### config.mk
export PLATFORM = sky130hd
export DESIGN_NAME = mcu_console_io
export DESIGN_NICKNAME = d
export VERILOG_FILES = /design/src/rtl/mcu_console_io.sv
export SDC_FILE = /design/constraint.sdc
export NUM_CORES = 1
export LEC_CHECK = 0
export CORE_MARGIN = 2
export CORE_UTILIZATION = 47
export DETAILED_ROUTE_END_ITERATION = 8
export PLACE_DENSITY = 0.76
export SKIP_LAST_GASP = 1
export SYNTH_ARGS = -nofsm -noshare
export SYNTH_HDL_FRONTEND = slang
export SYNTH_SLANG_ARGS = --single-unit
### constraint.sdc
create_clock -name clock -period 1.95 [get_ports clock]
set_clock_uncertainty 0.1 [all_clocks]
set_input_delay 0.39 -clock clock [delete_from_list [all_inputs] [get_ports clock]]
set_output_delay 0.39 -clock clock [all_outputs]
set_load 0.02 [all_outputs]
### src/rtl/mcu_console_io.sv
// rtl/mcu_console_io.sv - memory-mapped console I/O window with RX/TX FIFOs (optional IRQ: CONSOLE_IRQ_EN)
module mcu_console_io #(
  parameter logic [11:0] BASE     = 12'h7F0,
  parameter int          RX_DEPTH = 4,
  parameter int          TX_DEPTH = 4,
  parameter logic [2:0]  IRQ_VEC  = 3'd2
) (
  input  logic        clock,
  input  logic        reset_n,
  input  logic [11:0] addr,
  input  logic        we,
  input  logic [15:0] wdata,
  output logic [15:0] rdata,
  input  logic        kb_valid,
  input  logic [7:0]  kb_data,
  output logic        kb_ready,
  output logic        scr_valid,
  output logic [7:0]  scr_data,
  input  logic        scr_ready,
  output logic        irq,
  output logic [2:0]  irq_num
);

  localparam int RXW = $clog2(RX_DEPTH);
  localparam int TXW = $clog2(TX_DEPTH);
  localparam logic [RXW:0] RX_ONE = 1;
  localparam logic [TXW:0] TX_ONE = 1;

  localparam logic [11:0] A_KSTAT = BASE;
  localparam logic [11:0] A_KDATA = BASE + 12'd1;
  localparam logic [11:0] A_SSTAT = BASE + 12'd2;
  localparam logic [11:0] A_SDATA = BASE + 12'd3;
  localparam logic [11:0] A_CTRL  = BASE + 12'd4;

  logic [7:0]   rx_mem [RX_DEPTH];
  logic [7:0]   tx_mem [TX_DEPTH];
  logic [RXW:0] rx_wp_q, rx_wp_d, rx_rp_q, rx_rp_d;
  logic [TXW:0] tx_wp_q, tx_wp_d, tx_rp_q, tx_rp_d;
  logic [7:0]   sdata_q;
  logic [15:0]  ctrl_rd;
  logic         rx_empty, rx_full, tx_empty, tx_full;
  logic         rx_push, rx_pop, tx_push, tx_pop;
  logic         unused_wdata_hi;

  assign unused_wdata_hi = ^wdata[15:8];

  // Pointer-based full/empty: extra MSB distinguishes full from empty
  assign rx_empty = (rx_wp_q == rx_rp_q);
  assign rx_full  = (rx_wp_q[RXW] != rx_rp_q[RXW]) && (rx_wp_q[RXW-1:0] == rx_rp_q[RXW-1:0]);
  assign tx_empty = (tx_wp_q == tx_rp_q);
  assign tx_full  = (tx_wp_q[TXW] != tx_rp_q[TXW]) && (tx_wp_q[TXW-1:0] == tx_rp_q[TXW-1:0]);

  assign kb_ready  = ~rx_full;
  assign scr_valid = ~tx_empty;
  // Gate the head so an empty FIFO never exposes stale or unreset storage
  assign scr_data  = tx_empty ? 8'h00 : tx_mem[tx_rp_q[TXW-1:0]];
  assign irq_num   = IRQ_VEC;

  assign rx_push = kb_valid && ~rx_full;
  assign rx_pop  = we && (addr == A_KSTAT) && ~wdata[0] && ~rx_empty;
  assign tx_push = we && (addr == A_SSTAT) && wdata[0] && ~tx_full;
  assign tx_pop  = ~tx_empty && scr_ready;

  assign rx_wp_d = rx_push ? rx_wp_q + RX_ONE : rx_wp_q;
  assign rx_rp_d = rx_pop  ? rx_rp_q + RX_ONE : rx_rp_q;
  assign tx_wp_d = tx_push ? tx_wp_q + TX_ONE : tx_wp_q;
  assign tx_rp_d = tx_pop  ? tx_rp_q + TX_ONE : tx_rp_q;

  // Register read mux; reads never alter state
  always_comb begin
    rdata = 16'h0000;
    case (addr)
      A_KSTAT: rdata = {15'b0, ~rx_empty};
      A_KDATA: rdata = rx_empty ? 16'h0000 : {8'h00, rx_mem[rx_rp_q[RXW-1:0]]};
      A_SSTAT: rdata = {15'b0, tx_full};
      A_SDATA: rdata = {8'h00, sdata_q};
      A_CTRL:  rdata = ctrl_rd;
      default: rdata = 16'h0000;
    endcase
  end

  // FIFO storage; contents are meaningless until the pointers cover them
  always_ff @(posedge clock) begin
    if (rx_push) rx_mem[rx_wp_q[RXW-1:0]] <= kb_data;
    if (tx_push) tx_mem[tx_wp_q[TXW-1:0]] <= sdata_q;
  end

  // FIFO pointers and the SDATA holding register
  always_ff @(posedge clock or negedge reset_n) begin
    if (!reset_n) begin
      rx_wp_q <= '0;
      rx_rp_q <= '0;
      tx_wp_q <= '0;
      tx_rp_q <= '0;
      sdata_q <= 8'h00;
    end else begin
      rx_wp_q <= rx_wp_d;
      rx_rp_q <= rx_rp_d;
      tx_wp_q <= tx_wp_d;
      tx_rp_q <= tx_rp_d;
      if (we && (addr == A_SDATA)) sdata_q <= wdata[7:0];
    end
  end

`ifdef CONSOLE_IRQ_EN
  logic [1:0] ctrl_q;
  logic       irq_q;

  // Interrupt enables and registered level interrupt
  always_ff @(posedge clock or negedge reset_n) begin
    if (!reset_n) begin
      ctrl_q <= 2'b00;
      irq_q  <= 1'b0;
    end else begin
      if (we && (addr == A_CTRL)) ctrl_q <= wdata[1:0];
      irq_q <= (ctrl_q[0] && ~rx_empty) || (ctrl_q[1] && tx_empty);
    end
  end

  assign irq     = irq_q;
  assign ctrl_rd = {14'b0, ctrl_q};
`else
  assign irq     = 1'b0;
  assign ctrl_rd = 16'h0000;
`endif

endmodule

==> run metrics, run 1 <==
number of routed nets with antenna violations=0; layout cell share with drive strength beyond 1=48.7%; cell row count=33; number of levels the H-tree was split into=3; number of top-level pins=between 70 and 80; clock tree root driver cell=clkbuf_8; fill cell instance count of the final layout=603; setup repair after global routing missed its margin=true; count of antenna diodes in the layout=0; number of global-route vias before repair=2,315; share of the yosys chip area belonging to registers=62.9%; violated checks=negative setup slack; Clock Pin Slew Worst Setup and Hold Paths=0.09 ns; gate family responsible for the most delay along the worst path=compound AO/OA/AOI/OAI gates; Post-Synthesis Mean Instance Area=around 17 um^2; cells along the critical path=xnor2_4 -> a311oi_4 -> nand3_4 -> o2bb2ai_4 -> buf_6; Tot GR Track Use=18.8%; number of standard cells after synthesis=about 220; MaxCap Viol Count=0; summed negative setup slack over all endpoints=-7.03 ns; fin. max-slew vios=0; Power Density=970 nW/um^2; IR Drop Worst-Case VDD=590 uV; count of nets after finishing=385; Clk Latency, worst-skew pair=0.35 ns; Final Hold Fails=0; drt drc=0; outcome=finished, violations left; path type of the worst min-delay path=in2async; initial core utilization=47.6%; required time of the critical path=about 1.5 ns; number of optimization iterations in the first detailed-route pass=4; start-to-end type of the worst setup path=reg2out; Buffers & Inverters on Critical Path=1; core area=8090 um^2; post-synthesis instance area=3850 um^2; minimum clock period after layout=~2.4 ns; number of violations reported at the end of detailed-routing iteration 0=130; Final GP Congestion=0.808; type of origin of the critical path=register; total of endpoints with negative setup slack in the final report=51; slowest stage cell on the critical path=dfrtp_2; clock buffer depth=2; #FFs+latches synth=84; warning count from the yosys run=0; global-route wire length before repair=around 12,000 um; peak per-stage delay on the critical path=0.48 ns; antenna violations before repair=0; worst setup slack before clock tree synthesis=-1.08 ns; count of buffers from port buffering=50; maximum number of pins on one net before global-route repair=21; floorplan die height=about 95 um; fraction of the cycle the final worst path needs=124%; total wire length=7760 um; grt ovf=0; static leakage=2.22 nW; area delta synth->final=38.4%; count of different cell masters after synthesis=40; drt via density=4.99; crit path max fanout=7; half-perimeter wire length after placement=5160 um; die outline width=94.5 um; CTS buffer count=9; sink count of the clock tree=84; TritonCTS clock tree=built; highest achievable clock rate=414 MHz; setup ws final=-0.466 ns; Critical Path Sink Type=output pin; vias=about 2,200; total die area=8940 um^2; final routed wire length divided by cell count=approximately 17 um; arrival time at the worst endpoint=1.93 ns
synthesized netlist by cell type, drive strengths merged:
library cell,n,area [um^2]
a311oi,1,26.3
nand4,1,6.26
and4bb,1,16.3
mux4,16,379
and2,13,81.3
nand2,2,7.51
nor3,1,5.00
a21oi,1,5.00
nand3b,1,7.51
nand2b,1,6.26
xor2,4,35.0
nor4,1,21.3
or2,1,6.26
a32o,1,10.0
o21bai,1,7.51
nand3,7,57.6
and3b,1,8.76
mux2,13,180
ha,10,125
nand4b,1,23.8
edfxtp,64,1920
nor4b,2,17.5
nor2,2,7.51
xnor2,10,103
a31oi,1,6.26
o2bb2ai,7,61.3
buf,18,129
and3,6,37.5
conb,2,7.51
inv,12,45.0
dfrtp,20,500
stage by stage:
stage	instances	hold slack (ns)	instance area, um^2	total power, mW	utilization [%]
after floorplan	232	-0.00559	4040	2.96	-
after global placement	410	0.450	4880	3.50	60.3
after detailed placement	410	0.462	4880	3.54	60.3
after CTS	440	0.278	5280	5.11	65.2
after global routing	444	0.325	5330	5.41	65.9
final	444	0.286	5330	5.17	65.9
state kept, by name, indices dropped and copies added, names as in the netlist:
| register | cells |
|---|---|
| rx_rp_q | 3 |
| tx_wp_q | 3 |
| sdata_q | 8 |
| rx_mem | 32 |
| tx_rp_q | 3 |
| tx_mem | 32 |
| rx_wp_q | 3 |
layout make-up:
type	count	area (um^2)	share of cell area [%]
inverter	12	45.0	0.845
clock inverter	7	75.1	1.41
timing repair buffer	108	998	18.7
multi-input combinational	119	1530	28.7
tap	105	131	2.46
clock buffer	9	124	2.32
sequential	84	2430	45.5
placed cells by master, fill, tap and decap left out, types with 2 or more instances in the layout:
cell             instances
and2_1                   5
and2_4                   8
and3_1                   4
and3_4                   2
buf_12                   4
buf_2                    4
buf_4                   46
buf_6                   21
clkbuf_8                 9
clkdlybuf4s50_1         21
conb_1                  12
dfrtp_1                 17
dfrtp_2                  3
dlygate4sd2_1            9
edfxtp_1                64
ha_1                    10
inv_1                    4
inv_2                    8
mux2_2                   3
mux2_4                  10
mux4_2                  16
nand2_1                  2
nand3_1                  2
nand3_4                  5
nor2_1                   2
o2bb2ai_4                7
xnor2_1                  7
xnor2_4                  2
xor2_1                   4
worst register-to-register path, stage by stage (launching register included):
cell and delay [ns]:
dfrtp_2 0.43, buf_6 0.13, xnor2_4 0.11, and3b_2 0.24, buf_6 0.12, and4bb_4 0.33
and2_4 0.23
cell families (layout without fill, tap and decap cells):
group | count (synthesis) | after routing | share of synthesized area, %
other cells | 2 | 12 | 0.195
compound gates | 12 | 12 | 3.02
xor+xnor | 14 | 14 | 3.57
simple gates | 41 | 42 | 8.06
mux | 29 | 29 | 14.5
buf+inv | 30 | 136 | 4.51
flops | 84 | 84 | 62.9
fa+ha+maj | 10 | 10 | 3.25
power by group:
group	internal [mW]	leakage, nW	switching, mW
logic	0.947	1.21	0.750
clock network	0.601	0.0992	0.640
registers	2.14	0.912	0.0953
repair_timing:
| action | CTS | global route |
|---|---|---|
| hold buffers | 0 | 0 |
| pin swaps | 16 | 11 |
| buffers inserted | 13 | 8 |
| cloned | 2 | 0 |
| gates resized for setup | 122 | 36 |
| setup endpoints to repair | 60 | 64 |
layer usage:
metal / GRT usage (%) / wire length, um / vias up
met3: 3.27 / 243 / 10
li1: - / - / 1043
met1: 22.9 / 3180 / 1120
met5: 0 / 0 / -
met4: 6.40 / 87 / 0
met2: 33.8 / 4240 / 41
final timing paths:
kind	start	end	slack (ns)	depth (start not counted)
worst max-delay path	rx_rp_q[0]	rdata[2]	-0.47	5
worst min-delay path	reset_n	rx_wp_q[1]	0.29	2
worst max register to register	tx_rp_q[0]	tx_mem[3][6]	-0.04	6
worst min register to register	tx_wp_q[2]	tx_wp_q[2]	0.47	2
max in group asynchronous	reset_n	tx_rp_q[0]	1.20	2
min in group clock	tx_wp_q[2]	tx_wp_q[2]	0.47	2
No activity file was read; power rests on OpenSTA's default activity.
==> run 2, diff against run 1 <==
- MAX_ROUTING_LAYER: default -> met4
==> run 2 against run 1 <==
Against the previous run:
- the flow still finishes with violations (negative setup slack)
- clock power about the same
- utilization unchanged
- combinational power about the same
- sequential power about the same
- die area unchanged
- final cell count unchanged
- sequential share of layout area unchanged
- total power up 0.11%
- global-route usage up 0.60 points
- critical endpoint unchanged
- largest cell class unchanged
- largest power group unchanged
==> run metrics, run 2 (synthesized netlist as in run 1, its figures left out) <==
outcome=finished, violations left; violated checks=negative setup slack; number of levels the H-tree was split into=3 (unchanged); layout cell share with drive strength beyond 1=48.7% (unchanged); peak per-stage delay on the critical path=0.48 ns (about the same); maximum number of pins on one net before global-route repair=21 (unchanged); minimum clock period after layout=2.44 ns (+0.0211 ns); number of optimization iterations in the first detailed-route pass=4 (unchanged); drt drc=0 (unchanged); fraction of the cycle the final worst path needs=125% (+1.1 points); setup repair after global routing missed its margin=true; antenna violations before repair=0 (unchanged); cell row count=33 (unchanged); global-route wire length before repair=12,200 um (about the same); clock tree root driver cell=clkbuf_8; static leakage=2.22 nW (unchanged); initial core utilization=47.6% (unchanged); final routed wire length divided by cell count=17.4 um (-0.31%); count of antenna diodes in the layout=0 (unchanged); area delta synth->final=38.4% (unchanged); Critical Path Source=rx_rp_q[0]; Final GP Congestion=0.820 (+1.5%); fill cell instance count of the final layout=603 (unchanged); crit path max fanout=7 (unchanged); IR Drop Worst-Case VDD=591 uV (about the same); path type of the worst min-delay path=in2async; half-perimeter wire length after placement=5160 um (unchanged); Critical Path Sink Type=output pin; core area=8090 um^2 (unchanged); start-to-end type of the worst setup path=reg2out; fin. max-slew vios=0 (unchanged); Clk Latency, worst-skew pair=0.35 ns (about the same); clock buffer depth=2 (unchanged); Cells after DPL=410 (unchanged); arrival time at the worst endpoint=1.95 ns (+0.02 ns); required time of the critical path=1.46 ns (about the same); TritonCTS clock tree=built; count of buffers from port buffering=50 (unchanged); Tot GR Track Use=19.4% (+0.60 points); Clock Pin Slew Worst Setup and Hold Paths=0.09 ns (about the same); most frequent cells in the layout=edfxtp_1, buf_4, clkdlybuf4s50_1, buf_6, dfrtp_1; MaxCap Viol Count=0 (unchanged); final non-filler cell area=5330 um^2 (unchanged); cells along the critical path=xnor2_4 -> a311oi_4 -> nand3_4 -> o2bb2ai_4 -> buf_6; sink count of the clock tree=84 (unchanged); number of top-level pins=71 (unchanged); reg2reg start=tx_rp_q[0]; total die area=8940 um^2 (unchanged); setup ws final=-0.487 ns (-0.0211 ns); number of violations reported at the end of detailed-routing iteration 0=119 (-8.5%); floorplan die height=94.5 um (unchanged); total of endpoints with negative setup slack in the final report=51 (unchanged); area after detailed placement=4880 um^2 (unchanged); leading cell type in the layout, fill and taps excluded=edfxtp_1; highest achievable clock rate=410 MHz (-0.87%); grt ovf=0 (unchanged); number of global-route vias before repair=2,315 (unchanged); count of nets after finishing=385 (unchanged); die outline width=94.5 um (unchanged); hold_ws=0.284 ns (-0.00247 ns); total wire length=7730 um (-0.31%); vias=2,218 (+0.18%); drt via density=5.00 (+0.18%); Final Hold Fails=0 (unchanged); Power Density=971 nW/um^2 (+0.11%); slowest stage cell on the critical path=dfrtp_2; type of origin of the critical path=register; Final Instance Count excl. Fillers=444 (unchanged); CTS buffer count=9 (unchanged); number of routed nets with antenna violations=0 (unchanged)
## run 2: cell counts in the layout (fill, tap and decap cells not counted)
No cell type changed its count.
## run 2: cell type report
class | count | area [um^2] | area share [%]
clock inverter | 7 | 75.1 | 1.41
inverter | 12 | 45.0 | 0.845
tap | 105 | 131 | 2.46
multi-input combinational | 119 | 1530 | 28.7
clock buffer | 9 | 124 | 2.32
timing repair buffer | 108 | 998 | 18.7
sequential | 84 | 2430 | 45.5
## run 2: metal layers
layer / global-route usage [%] / up-vias / part of all wire [%]
met4: 6.40 / 0 / 1.2
li1: - / 1041 / -
met1: 23.1 / 1122 / 41
met5: - / - / 0
met2: 33.6 / 45 / 54
met3: 3.51 / 10 / 3.0
## run 2: stage by stage
stage	util [%]	setup TNS [ns]	setup WS, ns	power, mW
6_report	65.9	-7.10	-0.487	5.18
5_1_grt	65.9	-10.57	-0.563	5.41
4_1_cts	65.2	-9.25	-0.489	5.11
3_5_place_dp	60.3	-34.04	-1.08	3.54
3_3_place_gp	60.3	-33.01	-1.03	3.50
2_1_floorplan	-	-0.371	-0.0530	2.96
## run 2: where the power goes
group | leakage [nW] | total, mW | switching (mW) | internal (mW)
clock network | 0.0992 | 1.25 | 0.646 | 0.601
logic | 1.21 | 1.70 | 0.751 | 0.947
registers | 0.912 | 2.23 | 0.0953 | 2.14
## run 2: worst max-delay path, delay by kind of cell (launching register included)
family / cells / cell delay [ns]
compound gates: 2 / 0.55
flops: 1 / 0.48
simple gates: 1 / 0.26
xor+xnor: 1 / 0.16
buf+inv: 1 / 0.14
## run 2: what timing repair did
| action | 4_1_cts | 5_1_grt |
|---|---|---|
| buffers inserted | 13 | 8 |
| gates cloned | 2 | 0 |
| endpoints found under the setup margin | 60 | 64 |
| pin swaps | 16 | 11 |
| hold buffers | 0 | 0 |
| resized for setup | 122 | 36 |
## run 2: worst paths after layout
check                               endpoint  slack [ns]  depth (start not counted)
worst min-delay path              rx_wp_q[1]        0.28                          2
min in group clock                tx_wp_q[2]        0.47                          2
worst max register to register  tx_mem[3][6]       -0.04                          6
worst min register to register    tx_wp_q[2]        0.47                          2
max in group asynchronous         tx_rp_q[0]        1.20                          2
worst max-delay path                rdata[2]       -0.49                          5
==> run 3, diff against run 2 <==
- REMOVE_ABC_BUFFERS: default -> 1
==> run 3 against run 2 <==
Against the previous run:
- flip-flop and latch count is the same
- non-clock buffer count shrank 8
- the run still ends with negative setup slack left
- largest power group unchanged
- count of clock-buffer cells in the layout grew 2
- largest cell class unchanged
- critical path type unchanged
- first-iteration DRC count shrank 18%
- setup slack gained 0.052 ns
- clock power shrank 16%
- sequential share of layout area grew 1.8 points
- via count shrank 2.8%
==> run metrics, run 3 (synthesized netlist as in run 1, its figures left out) <==
IR Drop Worst-Case VDD=788 uV (+33%); die outline width=94.5 um (unchanged); floorplan die height=94.5 um (unchanged); TritonCTS clock tree=built; final standard cell utilization of the core=63.4% (-2.5 points); antenna violations before repair=0 (unchanged); MaxCap Viol Count=0 (unchanged); half-perimeter wire length after placement=5050 um (-2.1%); leading cell type in the layout, fill and taps excluded=edfxtp_1; start-to-end type of the worst setup path=reg2out; summed negative setup slack over all endpoints=-6.88 ns (+0.220 ns); CTS buffer count=9 (unchanged); final non-filler cell area=5130 um^2 (-3.8%); type of origin of the critical path=register; worst reg-to-reg path cell count=7 (+1); core area=8090 um^2 (unchanged); number of routed nets with antenna violations=0 (unchanged); violated checks=negative setup slack; cell row count=33 (unchanged); static leakage=2.15 nW (-3.2%); highest achievable clock rate=419 MHz (+2.2%); drt drc=0 (unchanged); hold_ws=0.279 ns (-0.00481 ns); Final Instance Count excl. Fillers=434 (-2.3%); count of nets after finishing=376 (-2.3%); area after detailed placement=4780 um^2 (-2.0%); worst setup slack before clock tree synthesis=-1.01 ns (+0.0629 ns); vias=2,157 (-2.8%); number of levels the H-tree was split into=3 (unchanged); setup repair after global routing missed its margin=true; sink count of the clock tree=84 (unchanged); path type of the worst min-delay path=in2async; Clock Pin Slew Worst Setup and Hold Paths=0.08 ns (about the same); clock tree root driver cell=clkbuf_8; fraction of the cycle the final worst path needs=122% (-2.6 points); area delta synth->final=33.1%; total wire length=7190 um (-7.1%); Tot GR Track Use=18.4% (-0.97 points); count of antenna diodes in the layout=0 (unchanged); number of violations reported at the end of detailed-routing iteration 0=98 (-18%); Final GP Congestion=0.785 (-4.2%); layout cell share with drive strength beyond 1=45.3% (-3.4 points); Critical Path Sink Type=output pin; power consumption=4.70 mW (-9.1%); clock buffer depth=2 (unchanged); reg2reg start=tx_rp_q[0]; initial core utilization=47.6% (unchanged); count of buffers from port buffering=50 (unchanged); global-route wire length before repair=11,700 um (-4.5%); number of optimization iterations in the first detailed-route pass=4 (unchanged); Power Density=917 nW/um^2 (-5.5%); total die area=8940 um^2 (unchanged); setup ws final=-0.435 ns (+0.0516 ns); outcome=finished, violations left; most frequent cells in the layout=edfxtp_1, buf_4, buf_6; Clk Latency, worst-skew pair=0.35 ns (about the same); Final Hold Fails=0 (unchanged); grt ovf=0 (unchanged); number of top-level pins=71 (unchanged); fin. max-slew vios=0 (unchanged); crit path max fanout=3 (-4); worst setup slack for register-to-register paths=-0.06 ns (-0.02 ns); drt via density=4.97 (-0.51%); maximum number of pins on one net before global-route repair=21 (unchanged); total of endpoints with negative setup slack in the final report=50 (-2.0%); minimum clock period after layout=2.39 ns (-0.0516 ns); number of global-route vias before repair=2,325 (+0.43%); Cells after DPL=411 (+0.24%); arrival time at the worst endpoint=1.90 ns (-0.05 ns); final routed wire length divided by cell count=16.6 um (-4.9%); required time of the critical path=1.46 ns (about the same); worst reg2reg endpoint=tx_mem[3][1]
-- run 3: layer usage --
| layer | GRT usage [%] | vias up | wire length, um |
|---|---|---|---|
| met5 | - | - | 0 |
| met4 | 7.37 | 0 | 129 |
| met3 | 3.83 | 11 | 309 |
| met2 | 30.9 | 59 | 3810 |
| met1 | 21.9 | 1070 | 2930 |
| li1 | - | 1017 | - |
-- run 3: what timing repair did --
action / in CTS / in global routing
endpoints found under the setup margin: 60 / 61
buffers inserted: 10 / 3
pin swaps: 16 / 6
hold buffers: 0 / 0
resized for setup: 154 / 10
cloned: 1 / 0
-- run 3: worst max path at each step --
stage                     from       end  slack, ns
floorplan           rx_rp_q[0]  rdata[1]      -0.23
global placement       addr[9]  rdata[2]      -0.99
detailed placement     addr[8]  rdata[1]      -1.01
CTS                 rx_rp_q[0]  rdata[1]      -0.41
global route        rx_rp_q[0]  rdata[5]      -0.50
finish              tx_rp_q[0]  rdata[0]      -0.44
-- run 3: cell type report --
cell class,instances,area [um^2]
fillers,597,2970
flip-flops and latches,84,2420
multi-input cells,118,1430
repair buffers,100,938
clock buffers,11,131
well taps,105,131
inverters,12,45.0
clock inverters,4,26.3
-- run 3: power breakdown --
| group | switching (mW) | leakage [nW] | total, mW | internal, mW |
|---|---|---|---|---|
| combinational | 0.645 | 1.16 | 1.43 | 0.786 |
| clock | 0.591 | 0.0796 | 1.05 | 0.456 |
| sequential | 0.0915 | 0.913 | 2.23 | 2.13 |
-- run 3: critical path: stages (launching register included) --
cell,delay (ns)
dfrtp_2,0.43
buf_6,0.13
xnor2_2,0.12
and3b_2,0.22
mux2_2,0.27
a32o_2,0.24
buf_6,0.13
